[src/rtl/ps2_note_decoder.sv]
// PS/2 scan-code set 2 receiver that maps held piano keys to half-period divider counts.
// Optional PS2_PARITY_CHK_EN: when defined, frames with bad odd parity are rejected.
module ps2_note_decoder #(
  parameter int HALF_W      = 18,
  parameter int TIMEOUT_CYC = 50000
) (
  input  logic              clk,
  input  logic              rst_n,
  input  logic              ps2_clk,
  input  logic              ps2_data,
  output logic [HALF_W-1:0] half_period,
  output logic              note_on,
  output logic              byte_valid,
  output logic [7:0]        byte_data,
  output logic              frame_err
);

  localparam int TO_W = $clog2(TIMEOUT_CYC);
  localparam logic [TO_W-1:0] TO_MAX = TO_W'(TIMEOUT_CYC - 1);
`ifdef PS2_PARITY_CHK_EN
  localparam int SHIFT_W = 10;  // start, 8 data, parity
`else
  localparam int SHIFT_W = 9;   // parity is sampled but never stored
`endif

  typedef enum logic [1:0] {IDLE, BREAK, EXT, EXT_BREAK} state_e;

  logic clk_meta_q, clk_sync_q, clk_prev_q;
  logic data_meta_q, data_sync_q;
  logic fall_edge;

  logic [3:0]         bit_cnt_q, bit_cnt_d;
  logic [SHIFT_W-1:0] shift_q, shift_d;
  logic [TO_W-1:0]    to_cnt_q, to_cnt_d;
  logic               byte_valid_q, byte_valid_d;
  logic [7:0]         byte_data_q, byte_data_d;
  logic               frame_err_q, frame_err_d;
  logic               frame_ok;

  state_e             state_q;
  logic [7:0]         held_q;
  logic               note_on_q;
  logic [HALF_W-1:0]  half_q;
  logic               tbl_hit;
  logic [HALF_W-1:0]  tbl_val;

  // NOTE: synchronizer flops reset to 1 (PS/2 idle level) so reset release never looks like a falling edge.
  always_ff @(posedge clk or negedge rst_n) begin
    if (!rst_n) begin
      clk_meta_q  <= 1'b1;
      clk_sync_q  <= 1'b1;
      clk_prev_q  <= 1'b1;
      data_meta_q <= 1'b1;
      data_sync_q <= 1'b1;
    end else begin
      clk_meta_q  <= ps2_clk;
      clk_sync_q  <= clk_meta_q;
      clk_prev_q  <= clk_sync_q;
      data_meta_q <= ps2_data;
      data_sync_q <= data_meta_q;
    end
  end

  assign fall_edge = clk_prev_q & ~clk_sync_q;

  // Stop bit is the live sample; start and parity come from the shift register.
`ifdef PS2_PARITY_CHK_EN
  assign frame_ok = ~shift_q[0] & data_sync_q & (^shift_q[9:1]);
`else
  assign frame_ok = ~shift_q[0] & data_sync_q;
`endif

  // NOTE: every always_comb output gets a default first so no latch is inferred.
  always_comb begin
    bit_cnt_d    = bit_cnt_q;
    shift_d      = shift_q;
    to_cnt_d     = to_cnt_q;
    byte_valid_d = 1'b0;
    byte_data_d  = byte_data_q;
    frame_err_d  = 1'b0;
    if (fall_edge) begin
      to_cnt_d = '0;
      if (bit_cnt_q == 4'd10) begin
        bit_cnt_d = '0;
        if (frame_ok) begin
          byte_valid_d = 1'b1;
          byte_data_d  = shift_q[8:1];
        end else begin
          frame_err_d = 1'b1;
        end
      end else begin
        if (bit_cnt_q < 4'(SHIFT_W)) shift_d[bit_cnt_q] = data_sync_q;
        bit_cnt_d = bit_cnt_q + 4'd1;
      end
    end else if (bit_cnt_q != 4'd0) begin
      if (to_cnt_q == TO_MAX) begin
        frame_err_d = 1'b1;
        bit_cnt_d   = '0;
        to_cnt_d    = '0;
      end else begin
        to_cnt_d = to_cnt_q + 1'b1;
      end
    end else begin
      to_cnt_d = '0;
    end
  end

  // NOTE: sequential state uses non-blocking assignments only, so register order never matters.
  always_ff @(posedge clk or negedge rst_n) begin
    if (!rst_n) begin
      bit_cnt_q    <= '0;
      shift_q      <= '0;
      to_cnt_q     <= '0;
      byte_valid_q <= 1'b0;
      byte_data_q  <= '0;
      frame_err_q  <= 1'b0;
    end else begin
      bit_cnt_q    <= bit_cnt_d;
      shift_q      <= shift_d;
      to_cnt_q     <= to_cnt_d;
      byte_valid_q <= byte_valid_d;
      byte_data_q  <= byte_data_d;
      frame_err_q  <= frame_err_d;
    end
  end

  always_comb begin
    tbl_hit = 1'b1;
    tbl_val = '0;
    case (byte_data_q)
      8'h1C: tbl_val = HALF_W'(95555);
      8'h1B: tbl_val = HALF_W'(85132);
      8'h23: tbl_val = HALF_W'(75843);
      8'h2B: tbl_val = HALF_W'(71586);
      8'h34: tbl_val = HALF_W'(63776);
      8'h33: tbl_val = HALF_W'(56818);
      8'h3B: tbl_val = HALF_W'(50620);
      8'h42: tbl_val = HALF_W'(47778);
      default: tbl_hit = 1'b0;
    endcase
  end

  // Make/break tracking consumes the registered byte, so notes change 1 clk after byte_valid.
  always_ff @(posedge clk or negedge rst_n) begin
    if (!rst_n) begin
      state_q   <= IDLE;
      held_q    <= '0;
      note_on_q <= 1'b0;
      half_q    <= '0;
    end else if (byte_valid_q) begin
      case (state_q)
        IDLE: begin
          if (byte_data_q == 8'hF0)      state_q <= BREAK;
          else if (byte_data_q == 8'hE0) state_q <= EXT;
          else if (tbl_hit) begin
            held_q    <= byte_data_q;
            note_on_q <= 1'b1;
            half_q    <= tbl_val;
          end
        end
        BREAK: begin
          if (note_on_q && byte_data_q == held_q) begin
            note_on_q <= 1'b0;
            half_q    <= '0;
          end
          state_q <= IDLE;
        end
        EXT:       state_q <= (byte_data_q == 8'hF0) ? EXT_BREAK : IDLE;
        EXT_BREAK: state_q <= IDLE;
        default:   state_q <= IDLE;
      endcase
    end
  end

  assign half_period = half_q;
  assign note_on     = note_on_q;
  assign byte_valid  = byte_valid_q;
  assign byte_data   = byte_data_q;
  assign frame_err   = frame_err_q;

endmodule

[config.mk]
export PLATFORM = sky130hd
export DESIGN_NAME = ps2_note_decoder
export DESIGN_NICKNAME = d
export VERILOG_FILES = /design/src/rtl/ps2_note_decoder.sv
export SDC_FILE = /design/constraint.sdc
export NUM_CORES = 1
export LEC_CHECK = 0
export BUFFER_PORTS_ARGS = -buffer_cell sky130_fd_sc_hd__buf_2
export CORE_MARGIN = 2
export CORE_UTILIZATION = 53
export DETAILED_ROUTE_END_ITERATION = 7
export PLACE_DENSITY = 0.75
export SYNTH_ARGS = -nofsm -noshare
export SYNTH_HDL_FRONTEND = slang
export SYNTH_SLANG_ARGS = --single-unit
[constraint.sdc]
create_clock -name clk -period 2.35 [get_ports clk]
set_clock_uncertainty 0.2 [all_clocks]
set_input_delay 0.235 -clock clk [delete_from_list [all_inputs] [get_ports clk]]
set_output_delay 0.235 -clock clk [all_outputs]
set_load 0.01 [all_outputs]
* Word-level counts from Yosys, hierarchy flattened
Index checks and enable logic that the tools add are counted.
Storage, ports and cells: flip-flop bits (word level) 73, input bits 4, logic and storage cells 97
Operators by class: $add $sub $neg 2, $lt $le $gt $ge 3, equality and inequality tests 21, multiplexer cells 34, bitwise operators 7, reductions and logical operators 15
Operators by type and width (count):
- one-hot mux 17 bit (8 select lines) | 1
- two-way mux 18 bit | 4
- two-way mux 16 bit | 3
- equality test 8 x 6 -> 1 bit, second input constant | 5
- one-hot mux 18 bit (2 select lines) | 1
- adder 16 x 1 -> 16 bit, second input constant | 1
- equality test 16 bit, second input constant | 1
- equality test 8 x 5 -> 1 bit, second input constant | 2
- equality test 8 bit, second input constant | 2
- two-way mux 4 bit | 4
- two-way mux 1 bit | 14
- bitwise mux 9 bit | 1
- equality test 8 x 7 -> 1 bit, second input constant | 1
- equality test 8 bit | 1
- != test 2 bit, second input constant | 4
- OR reduction 8 bit | 1
- two-way mux 2 bit | 3
- one-hot mux 2 bit (3 select lines) | 1
- AND reduction 3 bit | 2
- AND reduction 6 bit | 1
- nonzero test 2 bit | 3
- < comparator 4 x 5 -> 1 bit, second input constant | 1
- NOT 1 bit | 5
- AND reduction 5 bit | 1
- 15 further kinds | 19

* Logic depth before layout (Yosys ltp)
Gate-level depths: netlist of the first run.
depth after elaboration 7, gate-level depth with buffers 8, depth with buffers taken out 6

* Least setup slack after synthesis of the first run
Ideal clock, no wire load.
kind reg2reg, start point register byte_data_q[0], in the netlist byte_data[0], end point register half_q[10], in the netlist half_period[10], setup time 0.125 ns, arrival time 1.963 ns, required time 2.025 ns, setup slack 0.062 ns, cell stages (with the launch flop) 8, path buffers 2, clock period less this slack 2.288 ns, cell sequence dfrtp_1 -> buf_6 -> nor4b_2 -> nand4b_1 -> and3_4 -> o22ai_4 -> buf_12 -> mux2_4
Between the ends: word-level cells in the longest chain between the ends 6
RTL lines:
- from (decl) | RTL line 36 | logic [7:0] byte_data_q, byte_data_d;
- from (signal assigned) | RTL line 122 | byte_data_q <= byte_data_d;
- equality test 8 x 7 -> 1 bit, or another cell as far along | RTL line 130 | case (byte_data_q)
- one-hot mux 17 bit (8 select lines) | RTL line 130
- two-way mux 18 bit | RTL line 155 | else if (tbl_hit) begin
- two-way mux 18 bit | RTL line 154 | else if (byte_data_q == 8'hE0) state_q <= EXT;
- two-way mux 18 bit | RTL line 153 | if (byte_data_q == 8'hF0) state_q <= BREAK;
- one-hot mux 18 bit (2 select lines) | RTL line 151 | case (state_q)
- to (signal assigned) | RTL line 158 | half_q <= tbl_val;
- to (decl) | RTL line 43 | logic [HALF_W-1:0] half_q;
Several ways; a longest one is shown, not always the timed one. The select of a mux whose other input is x is not followed. A chain may end at the register's enable or synchronous reset.

* Final worst setup path of the first run
start point register byte_data_q[0], in the netlist byte_data[0], end point register half_q[8], in the netlist half_period[8]
Same word-level chain as after synthesis.

==> run summary, run 1 <==
STA
------------------------------------------------------------------------------------------------------
Part of the cycle the worst path needs                                                           0.935
Number of hold violations in the final report                                                        0
Number of pins exceeding their max-slew limit in the final report                                    0
Summed negative setup slack over all endpoints                                                    0 ns
Final setup violation count                                                                          0
Post-layout worst setup margin                                                                0.152 ns
RSZ-0062 raised after global routing                                                                no
Maximum clock frequency                                                                        455 MHz
Post-layout minimum cycle time                                                                 2.20 ns
Rel. slew slack                                                                                  0.569
Worst Max-Slew Pin Slew                                                                       0.647 ns

FINISH
------------------------------------------------------------------------------------------------------
Total area of sequential cells                                                                1780 um2
Nets@finish                                                                                        381
Layout Area Growth over Synthesis                                                                15.3%
Multi-input gate area in the final layout                                                     1540 um2
Inserted Diodes                                                                                      0
Fill cell instance count of the final layout                                                       527
Ratio of cells with drive above 1 in the final layout                                            0.276

WORST SETUP PATH
------------------------------------------------------------------------------------------------------
Worst flop-to-flop path startpoint                                                        byte_data[0]$_DFFE_PN0P_
Crit Path Category                                                                          reg -> reg
Timing startpoint of the critical path                                                    byte_data[0]$_DFFE_PN0P_
Arr. time, crit path                                                                           2.23 ns
Data required time at the worst endpoint                                                       2.38 ns
CP startpoint kind                                                                            register
Kind of end point of the critical path                                                        register
Count of cells along the worst register-to-register path                                             6
Max FO, Critical Path                                                                               17

DETAILED ROUTING
------------------------------------------------------------------------------------------------------
Via/cell ratio                                                                                    5.49
Vias post-DR                                                                                     2,513
Routed wire length                                                                             6310 um
Antenna-violating nets left                                                                          0
Mean routed wirelength per cell                                                                13.8 um
Initial detailed-routing violation count                                                           108
DRC                                                                                                  0
Number of optimization iterations in the first detailed-route pass                                   4

DIE
------------------------------------------------------------------------------------------------------
Total number of placement rows                                                                      29
Total die area                                                                                7160 um2
Height of the chip                                                                             84.6 um
IO Pins                                                                                             33
Core Footprint                                                                                6310 um2
Horizontal die dimension                                                                       84.6 um
Starting density of the core                                                                     0.545

CTS
------------------------------------------------------------------------------------------------------
Sink Count                                                                                          71
Maximum buffer depth of the clock tree                                                               2
H-tree depth reported by CTS                                                                         3
TritonCTS clock tree                                                                               yes
Clock transition at the register clock pins on the worst setup and hold paths after CTS        0.07 ns
Total CTS buffers                                                                                    9
Worst-Skew Late Latency                                                                        0.34 ns
Buffer type at the clock tree root                                                            clkbuf_8

PLACED DESIGN
------------------------------------------------------------------------------------------------------
Count of input and output buffers                                                                   31
HPWL Detailed                                                                                  4560 um
Worst slack after detailed placement                                                         0.0925 ns
Gp weighted congestion                                                                           0.884

GRT
------------------------------------------------------------------------------------------------------
Vias in the first global route                                                                   2,433
Pin count of the biggest net entering global routing                                                29
Initial antenna violation count                                                                      0
Wire length of the first global-routing pass                                                 10,900 um
Total congestion overflow                                                                            0
All-layer global routing usage                                                                   0.189

YOSYS
------------------------------------------------------------------------------------------------------
Post-synthesis register bit count                                                                   71
Share of flip-flops with an asynchronous set or reset after synthesis                             1.00
Synth Cell Area                                                                               3440 um2
Synthesized Nets                                                                                   333
Synth unique cells                                                                                  52
Cell count after synthesis                                                                         328
Number of enable-type register cells in the synthesized netlist                                      0
Average footprint of a synthesized cell                                                       10.5 um2
Top flip-flop cell by instance count after synthesis                                           dfrtp_1
Sequential-to-total area share from yosys stat                                                   0.518
Total of warnings raised by yosys                                                                    0

PWR
------------------------------------------------------------------------------------------------------
Leakage power summed over all cells                                                            1.95 nW
Maximum vdd drop                                                                                564 uV
Pwr Density                                                                                 643 nW/um2

HOLD PATH
------------------------------------------------------------------------------------------------------
Worst hold path type                                                                        reg -> reg
Hold-critical path depth                                                                             0
Launch point of the worst hold path                                                       data_meta_q$_DFF_PN1_

JOB
------------------------------------------------------------------------------------------------------
Max cap viols                                                                                        0

RUN STATUS
------------------------------------------------------------------------------------------------------
Result of the run                                                                            completed

cells in the mapped netlist, types with 2 or more instances:
| master | count | area [um2] |
|---|---|---|
| xnor2_1 | 14 | 123 |
| dfrtp_1 | 66 | 1650 |
| nand2_1 | 33 | 124 |
| xor2_1 | 8 | 70.1 |
| a21oi_1 | 13 | 65.1 |
| nand3_1 | 13 | 65.1 |
| a31oi_1 | 4 | 25.0 |
| nor2_1 | 29 | 109 |
| clkbuf_1 | 7 | 26.3 |
| buf_4 | 3 | 22.5 |
| nor2b_1 | 5 | 31.3 |
| mux2_2 | 21 | 236 |
| nand4_1 | 5 | 31.3 |
| mux2_4 | 6 | 90.1 |
| and3_1 | 2 | 12.5 |
| buf_2 | 4 | 20.0 |
| mux2i_1 | 3 | 30.0 |
| nor3_1 | 12 | 60.1 |
| nor4_1 | 4 | 25.0 |
| dfstp_2 | 5 | 131 |
| nand3b_1 | 2 | 15.0 |
| and2_1 | 2 | 12.5 |
| inv_1 | 12 | 45.0 |
| nand4b_1 | 3 | 26.3 |
| o21ai_0 | 21 | 105 |
| nand2b_1 | 5 | 31.3 |
repair_timing:
item                                    in CTS  in global routing
hold buffers                                 3                  0
resized for setup                            0                  4
endpoints found under the hold margin       23                  0
setup buffers                                0                  4
endpoints found under the setup margin       0                 19
flip-flops by register name, indices dropped and copies added, names as in the netlist:
register and count:
bit_cnt_q 4, byte_data 8, byte_valid 1, clk_meta_q 1, clk_prev_q 1, clk_sync_q 1
data_meta_q 1, data_sync_q 1, frame_err 1, half_period 16, held_q 8, note_on 1
shift_q 9, state_q 2, to_cnt_q 16
report_power, final:
| group | internal [mW] | total [mW] | switching [mW] |
|---|---|---|---|
| registers | 1.33 | 1.44 | 0.108 |
| logic | 0.123 | 0.295 | 0.171 |
| clock network | 0.381 | 0.816 | 0.435 |
| total | 1.84 | 2.55 | 0.715 |
cells by family (layout without fill, tap and decap cells):
| group | count (synthesis) | after routing | synth area share |
|---|---|---|---|
| and+or+nand+nor | 126 | 126 | 0.188 |
| DFF | 71 | 71 | 0.518 |
| AOI/OAI and AO/OA | 49 | 49 | 0.0879 |
| muxes | 30 | 30 | 0.104 |
| buffers and inverters | 28 | 81 | 0.0422 |
| xor gates and xnor gates | 22 | 22 | 0.0560 |
| adders and majority gates | 1 | 1 | 0.00363 |
| other | 1 | 1 | 0.00109 |
metrics by stage:
| stage | total power, mW | cells | hold slack [ns] | area, um2 | utilization |
|---|---|---|---|---|---|
| 3_3_place_gp | 1.74 | 435 | 0.0932 | 3730 | 0.591 |
| 5_1_grt | 2.71 | 458 | 0.167 | 3970 | 0.629 |
| 4_1_cts | 2.58 | 454 | 0.158 | 3920 | 0.621 |
| 6_report | 2.55 | 458 | 0.158 | 3970 | 0.629 |
| 3_5_place_dp | 1.76 | 435 | 0.0941 | 3730 | 0.591 |
| 2_1_floorplan | 1.65 | 328 | -0.261 | 3440 | - |
metal layers:
layer / wire length, um / vias up / share of wire / track usage
met5: 0 / - / 0 / 0
met4: 115 / 0 / 0.018 / 0.0866
met3: 237 / 9 / 0.038 / 0.0354
met2: 3160 / 56 / 0.50 / 0.323
met1: 2790 / 1212 / 0.44 / 0.231
li1: - / 1236 / - / -
layout make-up:
cell class | instances | share of cell area
inverters | 12 | 0.0113
clock inverters | 4 | 0.00599
clock buffers | 12 | 0.0340
repair buffers | 53 | 0.0882
well taps | 77 | 0.0243
flip-flops and latches | 71 | 0.449
multi-input cells | 229 | 0.387
final timing paths:
kind / to / slack (ns)
worst min register to register: data_sync_q$_DFF_PN1_ / 0.16
worst min-delay path: data_sync_q$_DFF_PN1_ / 0.16
min in group asynchronous: half_period[16]$_DFFE_PN0P_ / 0.25
worst max register to register: half_period[8]$_DFFE_PN0P_ / 0.15
max in group asynchronous: state_q[1]$_DFFE_PN0P_ / 1.02
worst max-delay path: half_period[8]$_DFFE_PN0P_ / 0.15
worst max-delay path, stage by stage (launching register included):
cell and delay, ns:
dfrtp_2 0.47, nor4b_4 0.33, nand4b_1 0.16, and3_4 0.24, o22ai_4 0.16, buf_12 0.18
mux2_2 0.34
placed cells by master, fill, tap and decap left out, drive strengths merged, types with 2 or more instances in the layout:
master and instances:
and3 3, xnor2 14, o21ai 22, nand2b 5, nor2 29, a31oi 4, a21oi 13, o22ai 2
and2 3, nand2 33, nand4 5, buf 49, dfstp 5, nand3 14, dlygate4sd3 3, nor3 12
nand4b 3, mux2 27, nand3b 2, xor2 8, nor2b 5, clkbuf 13, mux2i 3, dfrtp 66
clkinv 4, nor4 4, inv 12, nor4b 2
(Power assumes the default switching activity.)
==> run 2: changes to the inputs <==
--- a/config.mk
+++ b/config.mk
@@ -5,9 +5,11 @@
 export SDC_FILE = /design/constraint.sdc
 export NUM_CORES = 1
 export LEC_CHECK = 0
+export ABC_AREA = 1
 export BUFFER_PORTS_ARGS = -buffer_cell sky130_fd_sc_hd__buf_2
 export CORE_MARGIN = 2
 export CORE_UTILIZATION = 53
+export CTS_CLUSTER_DIAMETER = 80
 export DETAILED_ROUTE_END_ITERATION = 7
 export PLACE_DENSITY = 0.75
 export SYNTH_ARGS = -nofsm -noshare
==> run 2 against run 1 <==
Effect of this change:
- the run now ends with DRC left
- critical path depth up 4
- clock power up 59%
- sequential share of layout area down 1.0 points
- hold slack about the same
- flip-flop and latch count unchanged
- first-iteration DRC count up 17%
- combinational power up 19%
- global-route usage up 3.6 points
- synthesized cell count up 32%
- fmax up 3.4%
- non-clock buffer count down 17
- critical path type unchanged
- highest routed layer unchanged
==> run summary, run 2 <==
YOSYS
------------------------------------------------------------------------------------------------------
Mux cell area share after synthesis                                                                  0   was 0.104
Synth Cell Area                                                                               3550 um2   was 3440 um2
Dominant combinational cell family by area after synthesis                                simple AND/OR/NAND/NOR gates   unchanged
XOR/XNOR share of the synthesized area                                                          0.0247   was 0.0560
Cell types with the largest area share after synthesis                                    dfrtp_1 47%, nand2_1 12%, nor2_1 4.8%, nand3_1 4.7%, inv_1 4.4%   was dfrtp_1 48%, mux2_2 6.9%, dfstp_2 3.8%, nand2_1 3.6%, xnor2_1 3.6%
Average footprint of a synthesized cell                                                       8.20 um2   was 10.5 um2
Synthesized Nets                                                                                   438   was 333
Commonest cells in the synthesized netlist                                                118 x nand2_1, 66 x dfrtp_1, 45 x nor2_1   was 66 x dfrtp_1, 33 x nand2_1, 29 x nor2_1
Most frequently used cell type in the post-synthesis netlist                                   nand2_1   was dfrtp_1
Number of enable-type register cells in the synthesized netlist                                      0   unchanged
Compound-Gate Fraction of Synth Area                                                            0.0649   was 0.0879
Post-synthesis register bit count                                                                   71   unchanged
Sequential-to-total area share from yosys stat                                                   0.502   was 0.518
Cell type with the highest aggregate area in the netlist                                       dfrtp_1   unchanged
Synth unique cells                                                                                  35   was 52
Total of warnings raised by yosys                                                                    0   unchanged
Adder and majority cell fraction of the synthesized area                                       0.00352   was 0.00363
Cell count after synthesis                                                                         433   was 328
Top flip-flop cell by instance count after synthesis                                           dfrtp_1   unchanged
Share of flip-flops with an asynchronous set or reset after synthesis                             1.00   unchanged
Portion of synthesized cell area occupied by the leading cell type                               0.465   was 0.480
Simple-gate share of the synthesized area                                                        0.335   was 0.188

PWR
------------------------------------------------------------------------------------------------------
Combinational Power Share                                                                        0.113   was 0.116
Pwr Density                                                                                 761 nW/um2   was 643 nW/um2
Maximum vdd drop                                                                                524 uV   was 564 uV
Switching share of power                                                                         0.261   was 0.280
Seq pwr share                                                                                    0.467   was 0.565
Net switching component of the power                                                          0.805 mW   was 0.715 mW
Share of power burned in the clock network                                                       0.419   was 0.320
Leakage power summed over all cells                                                            2.11 nW   was 1.95 nW
Internal cell power                                                                            2.28 mW   was 1.84 mW

RUN STATUS
------------------------------------------------------------------------------------------------------
Result of the run                                                                         finished, violations left   was completed
Violated checks                                                                                    DRC

PLACED DESIGN
------------------------------------------------------------------------------------------------------
Gp weighted congestion                                                                           0.915   was 0.884
Count of input and output buffers                                                                   31   unchanged
HPWL Detailed                                                                                  5290 um   was 4560 um

FINISH
------------------------------------------------------------------------------------------------------
Ratio of cells with drive above 1 in the final layout                                            0.213   was 0.276
Nets@finish                                                                                        478   was 381
Final standard cell utilization of the core                                                      0.632   was 0.629
Inserted Diodes                                                                                      0   unchanged
Top library cells by usage in the layout, fill and taps aside                             118 x nand2_1, 66 x dfrtp_1, 45 x nor2_1   was 65 x dfrtp_1, 33 x nand2_1, 31 x buf_2
Commonest non-fill, non-tap cell in the layout                                                 nand2_1   was dfrtp_1
Fill cell instance count of the final layout                                                       527   unchanged
Layout Area Growth over Synthesis                                                                14.4%   was 15.3%

WORST SETUP PATH
------------------------------------------------------------------------------------------------------
Cell at the slowest stage of the critical path                                                 dfrtp_1   was dfrtp_2
CP startpoint kind                                                                            register   unchanged
Largest incremental delay on the critical path                                                 0.45 ns   was 0.47 ns
Max FO, Critical Path                                                                               17   unchanged
Timing startpoint of the critical path                                                    byte_data[5]$_DFFE_PN0P_   was byte_data[0]$_DFFE_PN0P_
Critical Path, Cell by Cell                                                               inv_1 > nand2_1 > nor2_2 > nand2_1 > nand2_1 > nor2_4 > nand2_4 > nand2_4 > or2_1 > nand2_1   was nor4b_4 > nand4b_1 > and3_4 > o22ai_4 > buf_12 > mux2_2
Worst flop-to-flop path startpoint                                                        byte_data[5]$_DFFE_PN0P_   was byte_data[0]$_DFFE_PN0P_
Cell repeated most along the worst path                                                        nand2_1
Arr. time, crit path                                                                           2.21 ns   was 2.23 ns
Data required time at the worst endpoint                                                       2.44 ns   was 2.38 ns
Critical path buffer and inverter count                                                              1   unchanged
Kind of end point of the critical path                                                        register   unchanged
Crit Path Category                                                                          reg -> reg   unchanged
Cell class contributing the biggest share of worst-path delay                             simple AND/OR/NAND/NOR gates   unchanged

STA
------------------------------------------------------------------------------------------------------
Number of pins exceeding their max-slew limit in the final report                                    0   unchanged
Rel. slew slack                                                                                  0.579   was 0.569
Final setup violation count                                                                          0   unchanged
Post-layout minimum cycle time                                                                 2.13 ns   was 2.20 ns
Number of hold violations in the final report                                                        0   unchanged
Maximum clock frequency                                                                        470 MHz   was 455 MHz
Summed negative setup slack over all endpoints                                                    0 ns   unchanged
Worst hold margin                                                                             0.158 ns   about the same
Part of the cycle the worst path needs                                                           0.905   was 0.935
Worst Max-Slew Pin Slew                                                                       0.631 ns   was 0.647 ns
RSZ-0062 raised after global routing                                                                no   unchanged

DETAILED ROUTING
------------------------------------------------------------------------------------------------------
DRC                                                                                                  2   was 0
Initial detailed-routing violation count                                                           126   was 108
Via/cell ratio                                                                                    5.19   was 5.49
Routed wire length                                                                             7310 um   was 6310 um
Vias post-DR                                                                                     2,882   was 2,513
Number of optimization iterations in the first detailed-route pass                                   7   was 4
Mean routed wirelength per cell                                                                13.2 um   was 13.8 um
Antenna-violating nets left                                                                          0   unchanged

DIE
------------------------------------------------------------------------------------------------------
Core Footprint                                                                                6420 um2   was 6310 um2
Height of the chip                                                                             85.8 um   was 84.6 um
Horizontal die dimension                                                                       85.8 um   was 84.6 um
IO Pins                                                                                             33   unchanged
Total die area                                                                                7370 um2   was 7160 um2
Starting density of the core                                                                     0.553   was 0.545
Total number of placement rows                                                                      29   unchanged

GRT
------------------------------------------------------------------------------------------------------
Met3 track utilization from global routing                                                      0.0375   was 0.0354
Most crowded layer after global routing                                                           met2   unchanged
Vias in the first global route                                                                   2,822   was 2,433
All-layer global routing usage                                                                   0.224   was 0.189
Total congestion overflow                                                                            0   unchanged
Initial antenna violation count                                                                      0   unchanged
Met2 track demand over resource                                                                  0.372   was 0.323
Pin count of the biggest net entering global routing                                                46   was 29
Wire length of the first global-routing pass                                                 13,000 um   was 10,900 um
Met1 demand-to-capacity share in global routing                                                  0.297   was 0.231

CTS
------------------------------------------------------------------------------------------------------
Count of instances resized after the clock tree is built                                             0   unchanged
Worst-Skew Late Latency                                                                        0.35 ns   was 0.34 ns
Sink Count                                                                                          71   unchanged
Clock transition at the register clock pins on the worst setup and hold paths after CTS        0.08 ns   was 0.07 ns
TritonCTS clock tree                                                                               yes   unchanged
Total CTS buffers                                                                                    9   unchanged
Maximum buffer depth of the clock tree                                                               2   unchanged
H-tree depth reported by CTS                                                                         3   unchanged
Buffer type at the clock tree root                                                            clkbuf_8   unchanged

HOLD PATH
------------------------------------------------------------------------------------------------------
Launch point of the worst hold path                                                       clk_meta_q$_DFF_PN1_   was data_meta_q$_DFF_PN1_
Worst hold path type                                                                        reg -> reg   unchanged

JOB
------------------------------------------------------------------------------------------------------
Max cap viols                                                                                        0   unchanged

run 2: per-layer routing:
layer / part of all wire / vias to the layer above
li1: - / 1451
met2: 0.49 / 56
met4: 0.015 / 0
met5: 0 / -
met1: 0.46 / 1365
met3: 0.038 / 10
run 2: final timing paths:
| path | end | slack (ns) | cells after the start |
|---|---|---|---|
| worst max-delay path | half_period[16]$_DFFE_PN0P_ | 0.22 | 10 |
| worst min-delay path | clk_sync_q$_DFF_PN1_ | 0.16 | 0 |
| worst max register to register | half_period[16]$_DFFE_PN0P_ | 0.22 | 10 |
| worst min register to register | clk_sync_q$_DFF_PN1_ | 0.16 | 0 |
| max in group asynchronous | bit_cnt_q[0]$_DFFE_PN0P_ | 1.07 | 3 |
| min in group asynchronous | state_q[0]$_DFFE_PN0P_ | 0.24 | 2 |
run 2: worst reg2reg max path, delay by kind of cell, from the launching register on:
family	cells	cell delay, ns
AND/OR/NAND/NOR	9	1.24
flip-flops	1	0.45
buffers and inverters	1	0.16
run 2: metrics by stage:
| stage | worst slack [ns] | std cells | instance area [um2] | total power, mW |
|---|---|---|---|---|
| after global placement | 0.278 | 536 | 3760 | 1.80 |
| after detailed placement | 0.280 | 536 | 3760 | 1.81 |
| final | 0.224 | 555 | 4060 | 3.09 |
| after global routing | 0.0507 | 555 | 4060 | 3.25 |
| after floorplan | 0.579 | 433 | 3550 | 1.69 |
| after CTS | 0.249 | 555 | 4060 | 3.12 |
run 2: area by class of cell:
cell class	instances	area [um2]	area share
clock inverters	7	145	0.0357
flip-flops and latches	71	1780	0.439
repair buffers	36	213	0.0524
well taps	77	96.3	0.0237
inverters	47	176	0.0434
clock buffers	9	124	0.0305
multi-input cells	308	1520	0.375
run 2: power groups by stage:
stage	Combinational [mW]	Sequential [mW]	Clock, mW
after floorplan	0.249	1.44	0
after global placement	0.336	1.46	0
after detailed placement	0.347	1.47	0
after CTS	0.356	1.44	1.33
after global routing	0.426	1.46	1.36
final	0.350	1.44	1.30
run 2: cell families (layout without fill, tap and decap cells):
family	Yosys count	in the layout
xor+xnor	10	10
flops	71	71
compound gates	40	40
other cells	1	1
fa+ha+maj	1	1
buf+inv	54	99
simple gates	256	256
run 2: repair_timing:
action,CTS,global route
endpoints found under the hold margin,23,0
setup buffers,0,0
hold buffers,3,0
